File: config.mk
export PLATFORM = sky130hd
export DESIGN_NAME = hostctrl_loader_flat
export DESIGN_NICKNAME = d
export VERILOG_FILES = /design/src/rtl/hostctrl_pkg.sv /design/src/rtl/hostctrl_loader_if.sv /design/src/rtl/hostctrl_fifo.sv /design/src/rtl/hostctrl_loader.sv /design/src/flat_wrapper.sv
export SDC_FILE = /design/constraint.sdc
export NUM_CORES = 1
export LEC_CHECK = 0
export BUFFER_PORTS_ARGS = -buffer_cell sky130_fd_sc_hd__buf_2
export CORE_UTILIZATION = 30
export CTS_CLUSTER_SIZE = 40
export DETAILED_ROUTE_END_ITERATION = 7
export SYNTH_ARGS = -nofsm -noshare
export SYNTH_HDL_FRONTEND = slang
export SYNTH_SLANG_ARGS = --single-unit
File: constraint.sdc
create_clock -name wb_clk_i -period 5.6 [get_ports wb_clk_i]
set_input_delay 0 -clock wb_clk_i [delete_from_list [all_inputs] [get_ports wb_clk_i]]
set_output_delay 0 -clock wb_clk_i [all_outputs]
set_load 0.005 [all_outputs]
File: src/rtl/hostctrl_pkg.sv
// Shared types and helpers for the host-control program loader.
package hostctrl_pkg;

  // Writer FSM states.
  typedef enum logic [1:0] {
    IDLE,
    WRITE,
    DONE,
    ERROR
  } wr_state_e;

  // One buffered bus word and its byte-lane enables.
  typedef struct packed {
    logic [31:0] dat;
    logic [3:0]  sel;
  } fifo_entry_t;

  // Number of host beats packed into one 32-bit word (LANES).
  function automatic int unsigned lanes_f(input int unsigned host_w);
    return 32 / host_w;
  endfunction

  // Width of the lane index; a single-lane packer still keeps one bit.
  function automatic int unsigned lane_w_f(input int unsigned host_w);
    return (host_w == 32) ? 1 : $clog2(32 / host_w);
  endfunction

  // Expand byte enables into a 32-bit data mask.
  function automatic logic [31:0] sel_mask(input logic [3:0] sel);
    return {{8{sel[3]}}, {8{sel[2]}}, {8{sel[1]}}, {8{sel[0]}}};
  endfunction

endpackage

File: src/rtl/hostctrl_loader_if.sv
// Wishbone classic write-master bus between the loader and the SoC RAM.
interface hostctrl_loader_if;
  logic [31:0] wb_adr_o;
  logic [31:0] wb_dat_o;
  logic [3:0]  wb_sel_o;
  logic        wb_we_o;
  logic        wb_cyc_o;
  logic        wb_stb_o;
  logic [2:0]  wb_cti_o;
  logic [1:0]  wb_bte_o;
  logic        wb_ack_i;
  logic        wb_err_i;

  modport master (
    output wb_adr_o, wb_dat_o, wb_sel_o, wb_we_o, wb_cyc_o, wb_stb_o,
           wb_cti_o, wb_bte_o,
    input  wb_ack_i, wb_err_i
  );

  modport slave (
    input  wb_adr_o, wb_dat_o, wb_sel_o, wb_we_o, wb_cyc_o, wb_stb_o,
           wb_cti_o, wb_bte_o,
    output wb_ack_i, wb_err_i
  );
endinterface

File: src/rtl/hostctrl_fifo.sv
// Synchronous word FIFO holding packed {dat, sel} entries for the writer.
module hostctrl_fifo
  import hostctrl_pkg::*;
#(
  parameter  int unsigned DEPTH = 4,
  localparam int unsigned AW    = $clog2(DEPTH)
) (
  input  logic        clk_i,
  input  logic        rst_ni,
  input  logic        push_i,
  input  fifo_entry_t din_i,
  input  logic        pop_i,
  output fifo_entry_t dout_o,
  output logic        full_o,
  output logic        empty_o,
  output logic [AW:0] count_o
);

  localparam logic [AW:0] FULL_CNT = (AW + 1)'(DEPTH);

  fifo_entry_t   mem_q [DEPTH];
  logic [AW-1:0] wr_ptr_q, wr_ptr_d;
  logic [AW-1:0] rd_ptr_q, rd_ptr_d;
  logic [AW:0]   cnt_q, cnt_d;
  logic          do_push, do_pop;

  // Pointer/count update; a push into a full FIFO is accepted only alongside a pop.
  always_comb begin
    do_pop   = pop_i && (cnt_q != '0);
    do_push  = push_i && ((cnt_q != FULL_CNT) || do_pop);
    wr_ptr_d = do_push ? wr_ptr_q + AW'(1) : wr_ptr_q;
    rd_ptr_d = do_pop  ? rd_ptr_q + AW'(1) : rd_ptr_q;
    cnt_d    = cnt_q;
    if (do_push && !do_pop) cnt_d = cnt_q + (AW + 1)'(1);
    else if (do_pop && !do_push) cnt_d = cnt_q - (AW + 1)'(1);
  end

  // Pointer and occupancy registers.
  always_ff @(posedge clk_i or negedge rst_ni) begin
    if (!rst_ni) begin
      wr_ptr_q <= '0;
      rd_ptr_q <= '0;
      cnt_q    <= '0;
    end else begin
      wr_ptr_q <= wr_ptr_d;
      rd_ptr_q <= rd_ptr_d;
      cnt_q    <= cnt_d;
    end
  end

  // Storage array; contents are don't-care while empty.
  always_ff @(posedge clk_i) begin
    if (do_push) mem_q[wr_ptr_q] <= din_i;
  end

  assign dout_o  = mem_q[rd_ptr_q];
  assign full_o  = (cnt_q == FULL_CNT);
  assign empty_o = (cnt_q == '0);
  assign count_o = cnt_q;

endmodule

File: src/rtl/hostctrl_loader.sv
// Boot loader: packs host beats into 32-bit words, buffers them and writes
// them to RAM over Wishbone, holding the CPU in reset until the image lands.
module hostctrl_loader
  import hostctrl_pkg::*;
#(
  parameter int unsigned HOST_W     = 8,
  parameter int unsigned FIFO_DEPTH = 4,
  parameter logic [31:0] BASE_ADR   = 32'h0000_0000,
  parameter bit          BIG_ENDIAN = 1'b1
) (
  input  logic              wb_clk_i,
  input  logic              wb_rst_n_i,
  input  logic [HOST_W-1:0] host_data_i,
  input  logic              host_valid_i,
  input  logic              host_done_i,
  output logic              host_ack_o,
  hostctrl_loader_if.master wb,
  output logic              cpu_rst_o,
  output logic              load_done_o,
  output logic              error_o,
  output logic [29:0]       word_cnt_o,
  output logic [31:0]       sum_o
);

  localparam int unsigned       LANES     = lanes_f(HOST_W);
  localparam int unsigned       LANE_W    = lane_w_f(HOST_W);
  localparam logic [LANE_W-1:0] LAST_LANE = LANE_W'(LANES - 1);
  localparam logic [3:0]        LANE_SEL  = 4'((1 << (HOST_W / 8)) - 1);
  localparam int unsigned       CNT_W     = $clog2(FIFO_DEPTH) + 1;

  logic [1:0]        rst_sync_q;
  logic              rst_n;
  logic [LANE_W-1:0] lane_q, lane_d;
  logic [31:0]       pdat_q, pdat_d;
  logic [3:0]        psel_q, psel_d;
  logic              done_q, done_d;
  logic              ack_q;
  logic [5:0]        shift;
  logic [31:0]       lane_dat;
  logic [3:0]        lane_sel;
  logic              consume, flush, push, pop;
  fifo_entry_t       push_ent, head;
  logic              fifo_full, fifo_empty;
  logic [CNT_W-1:0]  fifo_cnt;
  wr_state_e         state_q, state_d;
  logic [31:0]       adr_q, adr_d, dat_q, dat_d, sum_q, sum_d;
  logic [3:0]        sel_q, sel_d;
  logic [29:0]       cnt_q, cnt_d;

  // Reset synchronizer: asserts immediately, releases two edges after the pin.
  always_ff @(posedge wb_clk_i or negedge wb_rst_n_i) begin
    if (!wb_rst_n_i) rst_sync_q <= '0;
    else             rst_sync_q <= {rst_sync_q[0], 1'b1};
  end
  assign rst_n = rst_sync_q[1];

  // Position of the current beat inside the word and its byte enables.
  always_comb begin
    if (BIG_ENDIAN) shift = 6'(32 - HOST_W * (32'(lane_q) + 1));
    else            shift = 6'(HOST_W * 32'(lane_q));
    lane_dat = 32'(host_data_i) << shift;
    lane_sel = LANE_SEL << shift[5:3];
  end

  // Packer: consume/flush decisions and next lane/word/done state.
  // Flush waits while a beat is still offered so a beat arriving together
  // with done is packed instead of being cut off by a premature flush.
  always_comb begin
    consume = host_valid_i && !ack_q && !fifo_full && (state_q != ERROR) && !done_q;
    flush   = host_done_i && !host_valid_i && !done_q &&
              ((lane_q == '0) || !fifo_full);
    push    = (consume && (lane_q == LAST_LANE)) || (flush && (lane_q != '0));
    push_ent.dat = consume ? (pdat_q | lane_dat) : pdat_q;
    push_ent.sel = consume ? (psel_q | lane_sel) : psel_q;
    lane_d = lane_q;
    pdat_d = pdat_q;
    psel_d = psel_q;
    done_d = done_q;
    if (consume) begin
      if (lane_q == LAST_LANE) begin
        lane_d = '0;
        pdat_d = '0;
        psel_d = '0;
      end else begin
        lane_d = lane_q + LANE_W'(1);
        pdat_d = pdat_q | lane_dat;
        psel_d = psel_q | lane_sel;
      end
    end else if (flush) begin
      lane_d = '0;
      pdat_d = '0;
      psel_d = '0;
      done_d = 1'b1;
    end
  end

  // Packer registers and the registered host acknowledge.
  always_ff @(posedge wb_clk_i or negedge rst_n) begin
    if (!rst_n) begin
      lane_q <= '0;
      pdat_q <= '0;
      psel_q <= '0;
      done_q <= 1'b0;
      ack_q  <= 1'b0;
    end else begin
      lane_q <= lane_d;
      pdat_q <= pdat_d;
      psel_q <= psel_d;
      done_q <= done_d;
      ack_q  <= consume;
    end
  end

  hostctrl_fifo #(
    .DEPTH (FIFO_DEPTH)
  ) u_fifo (
    .clk_i   (wb_clk_i),
    .rst_ni  (rst_n),
    .push_i  (push),
    .din_i   (push_ent),
    .pop_i   (pop),
    .dout_o  (head),
    .full_o  (fifo_full),
    .empty_o (fifo_empty),
    .count_o (fifo_cnt)
  );

  // Writer FSM next state, bus word capture, counters.
  // Completing the final word goes straight to DONE so load_done follows
  // the last ack by one cycle instead of taking an extra IDLE pass.
  always_comb begin
    state_d = state_q;
    adr_d   = adr_q;
    dat_d   = dat_q;
    sel_d   = sel_q;
    cnt_d   = cnt_q;
    sum_d   = sum_q;
    pop     = 1'b0;
    case (state_q)
      IDLE: begin
        if (!fifo_empty) begin
          state_d = WRITE;
          adr_d   = BASE_ADR + {cnt_q, 2'b00};
          dat_d   = head.dat;
          sel_d   = head.sel;
        end else if (done_q && (lane_q == '0)) begin
          state_d = DONE;
        end
      end
      WRITE: begin
        if (wb.wb_err_i) begin
          state_d = ERROR;
        end else if (wb.wb_ack_i) begin
          pop   = 1'b1;
          cnt_d = cnt_q + 30'd1;
          sum_d = sum_q + (dat_q & sel_mask(sel_q));
          if (done_q && (lane_q == '0) && (fifo_cnt == CNT_W'(1))) state_d = DONE;
          else                                                      state_d = IDLE;
        end
      end
      default: ;
    endcase
  end

  // Writer registers.
  always_ff @(posedge wb_clk_i or negedge rst_n) begin
    if (!rst_n) begin
      state_q <= IDLE;
      adr_q   <= '0;
      dat_q   <= '0;
      sel_q   <= '0;
      cnt_q   <= '0;
      sum_q   <= '0;
    end else begin
      state_q <= state_d;
      adr_q   <= adr_d;
      dat_q   <= dat_d;
      sel_q   <= sel_d;
      cnt_q   <= cnt_d;
      sum_q   <= sum_d;
    end
  end

  assign wb.wb_cyc_o = (state_q == WRITE);
  assign wb.wb_stb_o = (state_q == WRITE);
  assign wb.wb_we_o  = (state_q == WRITE);
  assign wb.wb_adr_o = adr_q;
  assign wb.wb_dat_o = dat_q;
  assign wb.wb_sel_o = sel_q;
  assign wb.wb_cti_o = 3'b000;
  assign wb.wb_bte_o = 2'b00;

  assign host_ack_o  = ack_q;
  assign cpu_rst_o   = (state_q != DONE);
  assign load_done_o = (state_q == DONE);
  assign error_o     = (state_q == ERROR);
  assign word_cnt_o  = cnt_q;
  assign sum_o       = sum_q;

endmodule

File: src/flat_wrapper.sv
// flat-port wrapper written by rule: the top's interface ports become plain ports
module hostctrl_loader_flat import hostctrl_pkg::*;
#(
  parameter int unsigned HOST_W     = 8,
  parameter int unsigned FIFO_DEPTH = 4,
  parameter logic [31:0] BASE_ADR   = 32'h0000_0000,
  parameter bit          BIG_ENDIAN = 1'b1
)
  (wb_clk_i, wb_rst_n_i, host_data_i, host_valid_i, host_done_i, host_ack_o, cpu_rst_o, load_done_o, error_o, word_cnt_o, sum_o, wb_wb_adr_o, wb_wb_dat_o, wb_wb_sel_o, wb_wb_we_o, wb_wb_cyc_o, wb_wb_stb_o, wb_wb_cti_o, wb_wb_bte_o, wb_wb_ack_i, wb_wb_err_i);
  hostctrl_loader_if wb_i ();
  input  logic wb_clk_i;
  input  logic wb_rst_n_i;
  input  logic [HOST_W-1:0] host_data_i;
  input  logic host_valid_i;
  input  logic host_done_i;
  output logic host_ack_o;
  output logic cpu_rst_o;
  output logic load_done_o;
  output logic error_o;
  output logic [29:0] word_cnt_o;
  output logic [31:0] sum_o;
  output wire logic [$bits(wb_i.wb_adr_o)-1:0] wb_wb_adr_o;
  output wire logic [$bits(wb_i.wb_dat_o)-1:0] wb_wb_dat_o;
  output wire logic [$bits(wb_i.wb_sel_o)-1:0] wb_wb_sel_o;
  output wire logic [$bits(wb_i.wb_we_o)-1:0] wb_wb_we_o;
  output wire logic [$bits(wb_i.wb_cyc_o)-1:0] wb_wb_cyc_o;
  output wire logic [$bits(wb_i.wb_stb_o)-1:0] wb_wb_stb_o;
  output wire logic [$bits(wb_i.wb_cti_o)-1:0] wb_wb_cti_o;
  output wire logic [$bits(wb_i.wb_bte_o)-1:0] wb_wb_bte_o;
  input wire logic [$bits(wb_i.wb_ack_i)-1:0] wb_wb_ack_i;
  input wire logic [$bits(wb_i.wb_err_i)-1:0] wb_wb_err_i;
  assign wb_wb_adr_o = wb_i.wb_adr_o;
  assign wb_wb_dat_o = wb_i.wb_dat_o;
  assign wb_wb_sel_o = wb_i.wb_sel_o;
  assign wb_wb_we_o = wb_i.wb_we_o;
  assign wb_wb_cyc_o = wb_i.wb_cyc_o;
  assign wb_wb_stb_o = wb_i.wb_stb_o;
  assign wb_wb_cti_o = wb_i.wb_cti_o;
  assign wb_wb_bte_o = wb_i.wb_bte_o;
  assign wb_i.wb_ack_i = wb_wb_ack_i;
  assign wb_i.wb_err_i = wb_wb_err_i;
  hostctrl_loader #(.HOST_W(HOST_W), .FIFO_DEPTH(FIFO_DEPTH), .BASE_ADR(BASE_ADR), .BIG_ENDIAN(BIG_ENDIAN)) u_core (.wb_clk_i(wb_clk_i), .wb_rst_n_i(wb_rst_n_i), .host_data_i(host_data_i), .host_valid_i(host_valid_i), .host_done_i(host_done_i), .host_ack_o(host_ack_o), .wb(wb_i), .cpu_rst_o(cpu_rst_o), .load_done_o(load_done_o), .error_o(error_o), .word_cnt_o(word_cnt_o), .sum_o(sum_o));
endmodule
Word-level counts from Yosys, hierarchy flattened
Memories as Yosys holds them, arrays and structs flattened. A register that Yosys moved wholly into a read port is not among the register bits.
Cells that the tools add are included.

storage, ports and cells
  bits in registers = 143
  bits in read-only memories = 0
  word-level logic and storage cells = 103
  memory bits (writable) = 144
  bits in latches = 0
  input bits = 14
  memories kept = 1

memories
  memory               depth  bits a word  read ports  clocked after memory_dff  wr ports  line                 text
  u_core.u_fifo.mem_q  4      36           1           1                         1         hostctrl_fifo.sv:21  fifo_entry_t mem_q [DEPTH];

operators by class
  multiplexer cells = 24
  $lt $le $gt $ge = 0
  shift-type cells = 2
  bitwise gates (word level) = 6
  equality and inequality tests = 11
  add/subtract/negate cells = 9
  reduce and logical (&&, ||, !) cells = 37
  $mul = 0
  div/mod/pow operators = 0

operators with widths
  operator                 number
  $mux W32                 4
  $add A32 B32 Y32         1
  $and A32 B32 Y32         1
  $or A32 B32 Y32          1
  $shl A8 B6 Y32           1
  $add A30 B1 Y30 const B  1
  $mux W2                  8
  $mux W4                  4
  $logic_and A1 B1 Y1      15
  $reduce_bool A2 Y1       4
  $logic_not A1 Y1         7
  $add A2 B1 Y2 const B    3
  $eq A2 B2 Y1 const B     3
  $mux W3                  2
  $ne A3 B3 Y1 const B     2
  $reduce_and A3 Y1        2
  $sub A6 B6 Y6 const A    1
  $mux W1                  5
  $logic_not A2 Y1         2
  $ne A2 B2 Y1 const B     2
  $or A4 B4 Y4             1
  $pmux W2 S2              1
  $reduce_and A2 Y1        2
  $shl A1 B3 Y4 const A    1
  11 further kinds         15

Longest topological paths before layout
  depth after elaboration = 12
  depth in mapped cells = 11

By module
Synthesis repeated with hierarchy kept, for this count alone.

second synthesis, totals
  cells, all modules = 1065
  area, all modules = 14511.4 µm²

modules (own cells, without submodules)
  module           area each (µm²)  times used  cells an instance  seq. area each (µm²)
  hostctrl_loader  8878.5           1           842                4304.1
  hostctrl_fifo    5632.9           1           223                4499.3

Worst setup path before layout
Ideal clock, no wire load.

  kind = register to register
  start point = register u_core.u_fifo.cnt_q[0] (netlist: u_core.u_fifo.count_o[0])
  end point = memory u_core.u_fifo.mem_q[0][0] (netlist bit), enable pin
  buffers on the path = 0
  cell stages (with the launch flop) = 9
  data arrival time = 2.528 ns
  slack = 2.675 ns
  clock period less this slack = 2.925 ns
  path through = dfrtp_1 -> inv_1 -> ha_1 -> nand2_1 -> nand3b_1 -> nor3_2 -> nand2_1 -> o21ai_1 -> and2_1

between the ends
  longest elaborated chain between the ends = 10
  elaborated cells between the ends (all ways) = 17
  those cells by class = eq/ne: 2; mux: 2; reduce/logical: 13

ends and longest elaborated chain
  item                              line                   text
  start: declaration                hostctrl_fifo.sv:24    logic [AW:0] cnt_q, cnt_d;
  start signal: assignment          hostctrl_fifo.sv:47    cnt_q <= cnt_d;
  $eq A3 B3 Y1                      hostctrl_fifo.sv:57    assign full_o = (cnt_q == FULL_CNT);
  $logic_not A1 Y1                  hostctrl_loader.sv:69  consume = host_valid_i && !ack_q && !fifo_full && (state_q != ERROR) && !done_q;
  $logic_and A1 B1 Y1 (3 in a row)  hostctrl_loader.sv:69
  net u_core.consume                hostctrl_loader.sv:41  logic consume, flush, push, pop;
  $logic_and A1 B1 Y1               hostctrl_loader.sv:72  push = (consume && (lane_q == LAST_LANE)) || (flush && (lane_q != '0));
  $logic_or A1 B1 Y1                hostctrl_loader.sv:72
  $logic_and A1 B1 Y1               hostctrl_fifo.sv:30    do_push = push_i && ((cnt_q != FULL_CNT) || do_pop);
  $mux W1                           hostctrl_fifo.sv:53    if (do_push) mem_q[wr_ptr_q] <= din_i;
  $mux W1 (implied by the code)     hostctrl_fifo.sv:53
  end: declaration                  hostctrl_fifo.sv:21

The timed path passes the listed nets, and every way through them passes these cells.

Worst setup path in the final report
  start point = register u_core.u_fifo.cnt_q[0] (netlist: u_core.u_fifo.count_o[0])
  end point = memory u_core.u_fifo.mem_q[1][30] (netlist bit), enable pin

The elaborated chain is that of the path after synthesis.

==> results.cfg <==
[run_status]
status = finished, final reports clean

[routing]
drt_wl_total_mm = 33.05
via_per_inst = 4.729
drt_iter0_drc = 527
drt_pre_antenna_iters = 5
drc = 0
vias = 8942
wire_per_inst_um = 17.48
final_antenna_net_count = 0

[setup_path]
cpMostUsedCell = nand2_1
crit_path_start_kind = flop
worstSetupPathType = reg -> reg
crit_required_ns = 5.80
max_stage_delay_ns = 0.80
path_delay_family = simple AND/OR/NAND/NOR gates
slowest_stage = and2_1
critPathBufInv = 2
end_kind = flop
worst-path-max-fanout = 20
arrival_ns = 3.68
cp_cell_sequence = inv_1 > ha_1 > nand2_1 > nand3b_1 > nor3_2 > nand2_1 > o21ai_1 > and2_1 > buf_4

[sta]
post-route-min-period_ns = 3.485
fmax_mhz = 286.9
slew_headroom_pct = 23.15
final_max_slew_viol_count = 0
finalHoldViolCount = 0
hold-worst-slack_ns = 0.1596
setup_violations = 0
finalSetupTns_ns = 0
rsz0062_at_grt = false
tightest_slew_ns = 1.148
clock_skew_ns = 0.02092
period_share_pct = 62.23

[synthesis]
synth_area_leader_cell = dfrtp_1
synth_flop_cell = dfrtp_1
synthDistinctLibCells = 67
synth.most_common_cell = dfrtp_1
synth_edf_count = 144
synth_top_area_share_pct = 30.74
synth_cells = 1084
yosys_warnings = 0
async_reset_ff_share_pct = 55.42
avgSynthCellArea_um2 = 13.44
netlist_area_um2 = 14570
synth_area_leaders = dfrtp_1 31%, edfxtp_1 30%, mux4_2 5.6%
yosys-top-cells-count = 179 x dfrtp_1, 144 x edfxtp_1, 79 x nand2_1
synth-seq-cells = 323
synth_seq_area_share_pct = 60.41

[global_routing]
first_global_vias = 9098
grt.overflow.total = 0
grt_usage_pct = 13.34
antenna_found_initial = 0
grt_pass1_wl_mm = 52.54
grt_max_degree = 67

[floorplan]
core-area_um2 = 47850
die_h_um = 222.4
num_io_pins = 156
die_w_um = 222.4
die-area_um2 = 49460
rows = 80
initial_utilization_pct = 30.46

[clocking]
numClockSinks = 323
cts.clk_slew.worst_paths_ns = 0.06
clockBufferDepth = 3
cts-root-buf = clkbuf_16
cts_tree = built
clkLatencyLatePin_ns = 0.52
cts_resized = 0
numCtsBuffers = 34
cts_htree_levels = 2

[layout]
syn_to_final_growth_pct = 17.69
diodes = 0
fin_nets = 1310
drive_gt1_share_pct = 26.25
finalInstanceArea_um2 = 17150
finalCoreUtilization_pct = 35.84
fillers = 4637

[place]
place_hpwl_mm = 23.51
port_buffers = 148
gp_congestion = 0.8841
placed_area_um2 = 15960

[flow_run]
maxCapViolCount = 0

[power]
finalPower_mw = 4.805
leakage_nw = 7.688
ir_drop_mv = 0.1571
power_density_nw_per_um2 = 280.2

[worst_hold_path]
hp-class = in -> reg
-- flip-flops by register name, summed over array words and instances (netlist names), 3 cells and up --
register and cells:
u_core.pdat_q 32, u_core.psel_q 4, u_core.sum_o 32, u_core.u_fifo.count_o 3
u_core.u_fifo.mem_q 144, u_core.wb.wb_adr_o 30, u_core.wb.wb_dat_o 32, u_core.wb.wb_sel_o 4
u_core.word_cnt_o 30
-- power breakdown --
part | leakage, nW | internal (mW) | switching [mW] | total [mW]
Combinational | 3.54 | 0.0621 | 0.108 | 0.170
Sequential | 3.64 | 2.50 | 0.0353 | 2.54
Clock | 0.510 | 1.18 | 0.921 | 2.10
Total | 7.69 | 3.74 | 1.06 | 4.81
-- metrics by stage --
stage | worst slack (ns) | std cells
2_1_floorplan | 0.2429 | 1090
3_3_place_gp | 2.158 | 1815
3_5_place_dp | 2.110 | 1815
4_1_cts | 2.025 | 1891
5_1_grt | 1.741 | 1891
6_report | 2.115 | 1891
-- final timing paths --
kind                                                       from                                    to  slack [ns]  depth (start not counted)
max                        u_core.u_fifo.count_o[0]$_DFFE_PN0P_  u_core.u_fifo.mem_q[1][30]$_DFFE_PP_        2.11                          9
min                                                 wb_wb_ack_i      u_core.word_cnt_o[1]$_DFFE_PN0N_        0.16                          5
max reg2reg                u_core.u_fifo.count_o[0]$_DFFE_PN0P_  u_core.u_fifo.mem_q[1][30]$_DFFE_PP_        2.11                          9
min reg2reg                      u_core.rst_sync_q[0]$_DFF_PN0_        u_core.rst_sync_q[1]$_DFF_PN0_        0.35                          0
max in group asynchronous        u_core.rst_sync_q[1]$_DFF_PN0_     u_core.wb.wb_dat_o[1]$_DFFE_PN0P_        3.83                          1
min in group asynchronous                            wb_rst_n_i        u_core.rst_sync_q[1]$_DFF_PN0_        0.34                          3
-- placed cells by master, fill, tap and decap left out, types with 11 or more instances in the layout --
master         netlist  routed
a21oi_1             63      63
mux2_2              67      67
nand3_1             21      21
nor2_1              69      69
nor2b_1             11      11
nand2_1             79      79
buf_2               12     148
o21ai_0             35      35
xnor2_1             40      40
buf_4               10      11
edfxtp_1           144     144
and2_1              41      41
inv_1               19      19
and3_1              16      16
dlygate4sd3_1        0      14
nand4_1             12      12
mux4_2              36      36
clkbuf_16            0      35
ha_1                45      45
dfrtp_1            179     177
xor2_1              21      21
a21o_1              49      49
-- final cells by class --
class	instances	area (µm²)	share of cell area (%)
clock inverter	19	132.6	0.7733
clock buffer	43	915.9	5.340
tap	615	769.5	4.487
timing repair buffer	173	963.4	5.618
sequential	323	8808	51.36
inverter	19	71.32	0.4158
multi-input combinational	699	5489	32.01
-- tightest hold or removal path, cell delays in order --
cell and delay (ns):
buf_2 0.10, nand3b_1 0.07, buf_4 0.28, nand2_1 0.13, nand2_1 0.05
-- per-layer routing --
metal | share of wire, % | global-route usage (%) | wire, µm | vias up
met5 | 0 | 0 | 0 | -
met1 | 45 | 17.82 | 14810 | 4455
li1 | - | - | - | 4284
met2 | 49 | 22.53 | 16340 | 153
met4 | 2.2 | 3.782 | 711 | 0
met3 | 3.6 | 1.931 | 1183 | 50
-- logic make-up (layout without fill, tap and decap cells) --
family / count (synthesis) / after routing / share of synthesized area [%]
AOI/OAI and AO/OA: 203 / 203 / 9.247
xor gates and xnor gates: 61 / 61 / 3.666
adders and majority gates: 46 / 46 / 4.001
buffers and inverters: 68 / 254 / 2.112
DFF: 323 / 323 / 60.41
muxes: 107 / 107 / 11.02
other: 2 / 8 / 0.05153
and+or+nand+nor: 274 / 274 / 9.496
-- repair_timing --
action	CTS	global route
buffers inserted	0	0
endpoints found under the hold margin	94	0
hold buffers	14	0
endpoints found under the setup margin	0	0
No activity file was read; power rests on OpenSTA's default activity.
